## config.mk

```make
export PLATFORM = sky130hd
export DESIGN_NAME = reg_select_unit
export DESIGN_NICKNAME = d
export VERILOG_FILES = /design/src/rtl/reg_select_unit.sv
export SDC_FILE = /design/constraint.sdc
export NUM_CORES = 1
export LEC_CHECK = 0
export CORE_UTILIZATION = 43
export DETAILED_ROUTE_END_ITERATION = 7
export PLACE_DENSITY = 0.85
export SYNTH_ARGS = -nofsm -noshare
export SYNTH_HDL_FRONTEND = slang
export SYNTH_SLANG_ARGS = --single-unit
```

## constraint.sdc

```tcl
create_clock -name clock -period 3.93 [get_ports clock]
set_input_delay 0.5895 -clock clock [delete_from_list [all_inputs] [get_ports clock]]
set_output_delay 0.5895 -clock clock [all_outputs]
set_load 0.01 [all_outputs]
```

## src/rtl/reg_select_unit.sv

```systemverilog
// Register-select and decode unit: captures the instruction word, picks the
// Ra/Rb/Rc field by strobe priority, and turns it into one-hot register-file
// write/read enables. A per-register busy scoreboard stalls accesses to
// registers with an outstanding load. The load-return strobe is named
// release_en because "release" is a reserved word in SystemVerilog.
module reg_select_unit #(
  parameter int NREGS  = 16,
  parameter int REG_W  = 4,
  parameter int IR_W   = 32,
  parameter int RA_LSB = 23,
  parameter int RB_LSB = 19,
  parameter int RC_LSB = 15,
  parameter int C_W    = 19
) (
  input  logic              clock,
  input  logic              clear,
  input  logic [IR_W-1:0]   ir_in,
  input  logic              ir_load,
  input  logic              gra,
  input  logic              grb,
  input  logic              grc,
  input  logic              rin,
  input  logic              rout,
  input  logic              baout,
  input  logic              lock,
  input  logic              release_en,
  input  logic [REG_W-1:0]  release_idx,
  output logic [IR_W-1:0]   ir_q,
  output logic [NREGS-1:0]  r_in,
  output logic [NREGS-1:0]  r_out,
  output logic              zero_out,
  output logic [IR_W-1:0]   c_sign_ext,
  output logic [NREGS-1:0]  busy,
  output logic              stall,
  output logic              sel_err
);

  logic [IR_W-1:0]  ir_d;
  logic [NREGS-1:0] busy_q, busy_d;
  logic             sel_err_q, sel_err_d;

  logic [REG_W-1:0] sel;
  logic             sel_valid;
  logic             sel_zero;
  logic             hit;
  logic [NREGS-1:0] sel_onehot;

  // Field select with gra > grb > grc priority.
  always_comb begin
    sel       = '0;
    sel_valid = gra | grb | grc;
    if (gra)      sel = ir_q[RA_LSB +: REG_W];
    else if (grb) sel = ir_q[RB_LSB +: REG_W];
    else if (grc) sel = ir_q[RC_LSB +: REG_W];
  end

  // Decode: busy hit with same-cycle release bypass, stall and one-hot enables.
  always_comb begin
    sel_zero   = (sel == '0);
    sel_onehot = {{(NREGS-1){1'b0}}, 1'b1} << sel;
    hit        = busy_q[sel] & ~(release_en & (release_idx == sel));
    stall      = sel_valid & (rin | rout | baout) & hit;
    r_in       = (rin & sel_valid & ~stall) ? sel_onehot : '0;
    r_out      = ((rout | (baout & ~sel_zero)) & sel_valid & ~stall) ? sel_onehot : '0;
    zero_out   = baout & sel_valid & sel_zero & ~stall;
    c_sign_ext = {{(IR_W-C_W){ir_q[C_W-1]}}, ir_q[C_W-1:0]};
  end

  // Next-state for IR, scoreboard (release first, then lock wins) and sticky error.
  always_comb begin
    ir_d = ir_load ? ir_in : ir_q;
    busy_d = busy_q;
    if (release_en) busy_d[release_idx] = 1'b0;
    if (lock & sel_valid & ~stall & ~sel_zero) busy_d[sel] = 1'b1;
    sel_err_d = sel_err_q | (gra & grb) | (gra & grc) | (grb & grc);
  end

  // State registers, asynchronously cleared.
  always_ff @(posedge clock or negedge clear) begin
    if (!clear) begin
      ir_q      <= '0;
      busy_q    <= '0;
      sel_err_q <= 1'b0;
    end else begin
      ir_q      <= ir_d;
      busy_q    <= busy_d;
      sel_err_q <= sel_err_d;
    end
  end

  assign busy    = busy_q;
  assign sel_err = sel_err_q;

endmodule
```

* After elaboration in Yosys (flattened, before gate mapping)
Index checks and enable logic that the tools add are counted.
Cells by class: muxes and demuxes 13, bitwise logic cells 32, magnitude comparators 4, shift operators 1, equal/unequal tests 1, reduce and logical (&&, ||, !) cells 3
Operator list (count):
- $mux W16 | 4
- $and A1 B1 Y1 | 18
- $and A16 B16 Y16 | 1
- $not A16 Y16 | 1
- $or A16 B16 Y16 | 1
- $shl A1 B4 Y16 const A | 1
- $mux W4 | 3
- $lt A4 B5 Y1 const B | 2
- $demux W1 S4 | 2
- $ge A4 B1 Y1 const B | 2
- $or A1 B1 Y1 | 8
- $bmux W1 S4 | 1
- $eq A4 B4 Y1 | 1
- $logic_not A4 Y1 | 1
- $mux W1 | 3
- $not A1 Y1 | 3
- $logic_and A1 B1 Y1 | 2
Storage, ports and cells: input port bits 47, output and inout bits 115, flip-flop bits (word level) 49

* Depth between registers and ports, before layout
Gate-level depths: netlist of run 1.
word-level depth 12, depth in mapped cells 9

* Worst setup path before layout of run 1
OpenSTA, ideal clock, no wires.
path type input to output, start in grb, end out r_in[0], data arrival time 2282 ps, setup slack 1059 ps, required time 3340 ps, stages on the path 9, cells stage by stage buf_2 > nand3b_1 > a21oi_4 > xnor2_1 > nand3_1 > o31ai_2 > a211oi_4 > buf_6 > nor3_1
Between the ends: word-level cells in the longest chain between the ends 10, elaborated cells on any way between the ends 17
RTL lines:
- from (decl) | RTL line 20 | input logic grb,
- branches (longest 9 deep; another with $mux W4)
- $mux W16 (*) | RTL line 63 | r_in = (rin & sel_valid & ~stall) ? sel_onehot : '0;
- to (decl) | RTL line 29 | output logic [NREGS-1:0] r_in,
Every way passes the cells marked *. The select of a mux whose other input is x is not followed.

* Worst setup path after layout of run 1
start in grb, end out r_out[2]
Between the ends: word-level cells in the longest chain between the ends 10, elaborated cells on any way between the ends 21
RTL lines:
- branches (longest 9 deep; another with $mux W4)
- $mux W16 (*) | RTL line 64 | r_out = ((rout | (baout & ~sel_zero)) & sel_valid & ~stall) ? sel_onehot : '0;
- to (decl) | RTL line 30 | output logic [NREGS-1:0] r_out,
Marks and branches as above.

==> results of run 1 <==
## metal layers
| metal | track usage | routed length (um) |
|---|---|---|
| met5 | 0 | 0 |
| met4 | 0.07424 | 145 |
| met3 | 0.04427 | 694 |
| met2 | 0.4262 | 4684 |
| met1 | 0.3455 | 4074 |
## metrics by stage
step                utilization  hold WS, ps  TNS (ps)  area [um^2]  instances
floorplan                     -        293.9         0         3009        303
global placement         0.6615        461.8     -1588         4494        523
detailed placement       0.6615        481.1     -2295         4494        523
CTS                      0.6770        506.2         0         4599        533
global route             0.6934        535.6    -78.47         4711        539
finish                   0.6934        481.6         0         4711        539
## cell type report
type / instances / share of cell area
multi-input combinational: 204 / 0.3124
sequential: 49 / 0.2603
inverter: 3 / 0.002390
tap: 96 / 0.02550
clock inverter: 3 / 0.006109
clock buffer: 5 / 0.01461
timing repair buffer: 179 / 0.3788
## power groups by stage
stage | clock [W] | combinational, W | sequential (W)
6_report | 0.000334 | 0.000827 | 0.000700
5_1_grt | 0.000363 | 0.000878 | 0.000710
3_3_place_gp | 0 | 0.000761 | 0.000704
3_5_place_dp | 0 | 0.000781 | 0.000706
2_1_floorplan | 0 | 0.000378 | 0.000721
4_1_cts | 0.000340 | 0.000788 | 0.000697
## state kept, by name (all words and copies together) (netlist names)
signal and count:
sel_err 1, busy 16, ir_q 32
## timing repair
action | CTS | global route
setup buffers | 2 | 5
gates resized for setup | 24 | 14
pin swaps | 2 | 4
endpoints found under the hold margin | 0 | 0
cloned | 0 | 1
endpoints found under the setup margin | 34 | 13
## cells by family (layout without fill, tap and decap cells)
kind of cell,count (synthesis),after routing,share of synthesized area
buf+inv,50,190,0.1131
simple gates,104,104,0.1792
mux,34,34,0.1256
xor+xnor,4,4,0.01164
compound gates,62,62,0.1630
flops,49,49,0.4075
## worst max path at each step
stage / endpoint / startpoint / slack [ps]
CTS: r_in[8] / grb / 0.4
finish: r_out[2] / grb / 50
detailed placement: r_out[13] / grc / -130
global route: r_out[2] / grb / -20
global placement: r_in[11] / grc / -60
floorplan: r_in[0] / grb / 1060
## cells in the final DEF (no fill, tap or decap), types with 2 or more instances in the layout
cell             netlist  routed
and3_1                 6       6
clkdlybuf4s50_1        0     127
buf_4                 32      15
xnor2_1                3       3
nand3b_1               3       3
nor2_1                 8       8
nand3_1                6       6
a21oi_1               10       9
o31ai_1               15      15
dlymetal6s2s_1         0      11
nand2b_1               5       5
dlygate4sd2_1          0      22
mux2_2                30      30
mux2i_1                4       3
a21oi_2                2       2
a22oi_2                2       3
clkbuf_8               0       5
inv_1                  3       3
o211ai_1               4       4
nand2_1               27      27
a21oi_4                2       3
buf_12                 0       2
or2_2                  2       2
nor3_1                33      33
nand4_1                2       2
o21ai_0               12      12
and2_1                 5       5
o31ai_2                7       6
a22o_1                 2       2
dfrtp_1               49      49
## worst reg2reg max path: stages (launching register included)
cell      delay [ps]
dfrtp_1          650
nand3b_1         170
a22oi_1          180
buf_4            160
nor2_2            60
a31oi_1          280
o31ai_4          130
a21oi_1          520
o31ai_1          190
==> flow_summary.json, run 1 <==
{
  "first_global_vias": 2797,
  "cts_buffers": 5,
  "clock_path_buffers": 2,
  "p_leak_nw": 2.114,
  "rows": 30,
  "area_delta_synth_final_pct": 56.55,
  "p_total_w": 0.001861,
  "max_clock_freq_mhz": 257.5,
  "wire_per_inst_um": 17.81,
  "dr_total_vias": 2925,
  "synth-seq-cells": 49,
  "htreeDepth": 2,
  "antennaDiodeCount": 0,
  "grt-ovfl-total": 0,
  "r2r-end": "busy[4]",
  "ys_warn_count": 0,
  "synth_cell_types": 42,
  "die_w_um": 85.66,
  "hp-class": "input port to asynchronous set/reset pin",
  "ys_top_cells_by_area": "dfrtp_1, mux2_2, buf_4",
  "cts_tree": "built",
  "power_switching_share": 0.3662,
  "drv_slew": 0,
  "drc": 0,
  "fin_crit_ps": 3884,
  "cp.required_ps": 3340,
  "worst_ep_arrival_time_ps": 3290,
  "clkLatencyLatePin_ps": 320,
  "r2r-start": "ir_q[18]",
  "syn_area_um2": 3009,
  "max_slew_margin": 0.2555,
  "multi_input_area_um2": 1471,
  "antenna_found_initial": 0,
  "synth_top_area_share": 0.4075,
  "track_usage": 0.2565,
  "combPwrFrac": 0.445,
  "internal_power_w": 0.001180,
  "wirelength_um": 9599,
  "fin_nets": 489,
  "io_buffers": 161,
  "ant_nets": 0,
  "drive_above_1_share": 0.1783,
  "p_per_area_nw_per_um2": 395.1,
  "dr.first_iter.drc_count": 208,
  "avgSynthCellArea_um2": 9.931,
  "startpoint_type": "input port",
  "cts_hold_buf": 0,
  "layout_setup_ws_ps": 45.97,
  "crit_buf_inv": 5,
  "cp_num_cells": 12,
  "clockPowerShare": 0.179,
  "die_area_um2": 7337,
  "crit_path_frequent_cell": "buf_4",
  "dp_slack_ps": -126.0,
  "fill_cells": 528,
  "path_cells": "clkdlybuf4s50_1, buf_4, nand3b_4, a21oi_4, mux2i_2, a22oi_2, a21oi_2, a211oi_4, buf_4, clkbuf_16, nor3_1, dlygate4sd2_1",
  "cpPeakStageDelay_ps": 390,
  "synth-async-reset-ratio": 1.000,
  "cts.sinks": 49,
  "crit_type": "input port to output port",
  "ff2ff_path_depth": 8,
  "fin_crit_sh": 0.9883,
  "synthTopCellsByCount": "dfrtp_1, nor3_1, buf_4",
  "endpoint_kind": "output port",
  "peakVddDrop_mv": 0.1799,
  "clock_skew_ps": 11.62,
  "worst_pin_slew_ps": 1117,
  "cp_max_fo": 20,
  "gp_congestion": 0.9356,
  "grt_pass1_wl_um": 14540,
  "firstDrtPassIters": 6,
  "initial_core_util": 0.4429,
  "seqPwrFrac": 0.376,
  "grt_max_degree": 50,
  "synth_edf_count": 0,
  "via_per_inst": 5.427,
  "setup_viol": 0,
  "cts-root-buf": "clkbuf_8",
  "synthFlopType": "dfrtp_1",
  "path_delay_family": "buffers and inverters",
  "syn_nets": 350,
  "r2r_setup_slack_ps": 1440,
  "io_pins": 162,
  "fp.dieH_um": 85.66,
  "maxCapViolCount": 0,
  "hold_violations": 0,
  "status": "finished, final reports clean",
  "power_switching_w": 0.0006815,
  "synth_top_area_cell": "dfrtp_1",
  "cp_slowest_cell": "clkdlybuf4s50_1",
  "syn_inst": 303,
  "coreArea_um2": 6794,
  "ff_latch_area_um2": 1226,
  "synth-seq-area-share": 0.4075,
  "path_clk_slew_ps": 100,
  "place_hpwl_um": 7163,
  "yosysMostFrequentCell": "dfrtp_1"
}
(Power assumes the default switching activity.)
==> run 2, diff against run 1 <==
--- a/config.mk
+++ b/config.mk
@@ -6,6 +6,7 @@
 export NUM_CORES = 1
 export LEC_CHECK = 0
 export CORE_UTILIZATION = 43
+export CTS_BUF_LIST = sky130_fd_sc_hd__clkbuf_16
 export DETAILED_ROUTE_END_ITERATION = 7
 export PLACE_DENSITY = 0.85
 export SYNTH_ARGS = -nofsm -noshare
==> flow_summary.json, run 2 (synthesis gave the netlist of run 1 again) <==
{
  "startpoint_type": "input port",
  "ant_nets": 0,
  "cp-endpoint": "stall",
  "final_common_cell": "clkdlybuf4s50_1",
  "fill_cells": 526,
  "cts_tree": "built",
  "power_switching_share": 0.3496,
  "drv_slew": 0,
  "power_switching_w": 0.0006941,
  "fin_nets": 490,
  "setup_tns_ps": 0,
  "max_clock_freq_mhz": 261.8,
  "cp_slowest_cell": "clkdlybuf4s50_1",
  "internal_power_w": 0.001291,
  "worst_pin_slew_ps": 1113,
  "place_hpwl_um": 7163,
  "path_clk_slew_ps": 70,
  "ff2ff_path_depth": 8,
  "clkLatencyLatePin_ps": 300,
  "layout_common_cells": "clkdlybuf4s50_1, dfrtp_1, nor3_1",
  "cp_num_cells": 11,
  "fin_crit_ps": 3819,
  "drive_above_1_share": 0.1802,
  "path_cells": "clkdlybuf4s50_1, buf_4, a21oi_1, a22oi_1, buf_4, nor2_2, a31oi_1, o31ai_4, a211oi_4, buf_12, clkdlybuf4s50_1",
  "firstDrtPassIters": 5,
  "fp.dieH_um": 85.66,
  "path_delay_family": "buffers and inverters",
  "wire_per_inst_um": 17.86,
  "peakVddDrop_mv": 0.2455,
  "max_slew_margin": 0.2580,
  "rows": 30,
  "r2r-end": "busy[4]",
  "grt_pass1_wl_um": 14720,
  "dr.first_iter.drc_count": 216,
  "clock_path_buffers": 2,
  "clock_skew_ps": 7.974,
  "hp-class": "flip-flop to flip-flop",
  "cts.sinks": 49,
  "combPwrFrac": 0.418,
  "htreeDepth": 2,
  "coreArea_um2": 6794,
  "io_pins": 162,
  "largest_reg_flops": 32,
  "crit_buf_inv": 5,
  "hold_violations": 0,
  "die_w_um": 85.66,
  "cts_hold_buf": 0,
  "crit_type": "input port to output port",
  "r2r_setup_slack_ps": 1420,
  "worst_ep_arrival_time_ps": 3230,
  "grt_max_degree": 50,
  "antenna_found_initial": 0,
  "cp_max_fo": 21,
  "area_delta_synth_final_pct": 58.00,
  "io_buffers": 161,
  "via_per_inst": 5.483,
  "final_util": 0.6998,
  "die_area_um2": 7337,
  "critPathLaunch": "gra",
  "seqPwrFrac": 0.352,
  "track_usage": 0.2588,
  "grt-ovfl-total": 0,
  "cts_buffers": 5,
  "cp.required_ps": 3340,
  "maxCapViolCount": 0,
  "rsz0062_at_grt": "false",
  "first_global_vias": 2803,
  "drc": 0,
  "p_per_area_nw_per_um2": 417.6,
  "whs_path_depth": 1,
  "wirelength_um": 9645,
  "p_leak_nw": 2.081,
  "gp_congestion": 0.9356,
  "holdWs_ps": 490.3,
  "r2r-start": "ir_q[18]",
  "antennaDiodeCount": 0,
  "endpoint_kind": "output port",
  "setup_viol": 0,
  "clockPowerShare": 0.231,
  "worstHoldStart": "sel_err",
  "status": "finished, final reports clean",
  "fin_crit_sh": 0.9718,
  "initial_core_util": 0.4429,
  "dr_total_vias": 2961,
  "top_register": "ir_q",
  "cpPeakStageDelay_ps": 550,
  "cts-root-buf": "clkbuf_16"
}
==> run 2: changes by cell type in the layout (fill, tap and decap cells not counted) <==
cell,before,now
dlymetal6s2s_1,11,6
clkdlybuf4s50_1,127,126
clkbuf_16,1,6
buf_4,15,16
dlygate4sd2_1,22,28
clkbuf_8,5,0
==> run 2: timing repair <==
| action | CTS | global route |
|---|---|---|
| pin swaps | 3 | 3 |
| hold endpoints to repair | 0 | 0 |
| setup buffers | 4 | 4 |
| gates cloned | 0 | 1 |
| endpoints found under the setup margin | 34 | 7 |
| resized for setup | 30 | 9 |
==> run 2: layout make-up <==
class	instances	area (um^2)	area share
Tap cell	96	120.1	0.02526
Clock inverter	3	28.78	0.006053
Sequential cell	49	1226	0.2579
Timing Repair Buffer	180	1772	0.3726
Clock buffer	5	125.1	0.02632
Multi-Input combinational cell	204	1471	0.3095
Inverter	3	11.26	0.002368
==> run 2: layer usage <==
metal / wire (um) / track usage / share of wire
met2: 4664 / 0.4371 / 0.48
met3: 719 / 0.04524 / 0.075
met1: 4084 / 0.3469 / 0.42
met5: 0 / 0 / 0
met4: 175 / 0.06364 / 0.018
==> run 2: worst min-delay path by stage <==
stage / slack [ps] / endpoint
finish: 490 / sel_err
global route: 530 / ir_q[30]
CTS: 500 / sel_err
detailed placement: 480 / sel_err
global placement: 460 / sel_err
floorplan: 290 / busy[0]
==> run 2: power by group through the flow <==
stage,Sequential [W],Clock (W),Combinational (W)
finish,0.000699,0.000458,0.000829
global route,0.000711,0.000483,0.000880
CTS,0.000698,0.000464,0.000790
detailed placement,0.000706,0,0.000781
global placement,0.000704,0,0.000761
floorplan,0.000721,0,0.000378
==> run 2: through the flow <==
| stage | area [um^2] | power, W | setup WS, ps | std cells |
|---|---|---|---|---|
| floorplan | 3009 | 0.001099 | 1059 | 303 |
| global route | 4755 | 0.002073 | 1.129 | 540 |
| finish | 4755 | 0.001985 | 110.7 | 540 |
| detailed placement | 4494 | 0.001487 | -126.0 | 523 |
| CTS | 4663 | 0.001951 | 0.5174 | 535 |
| global placement | 4494 | 0.001465 | -61.47 | 523 |
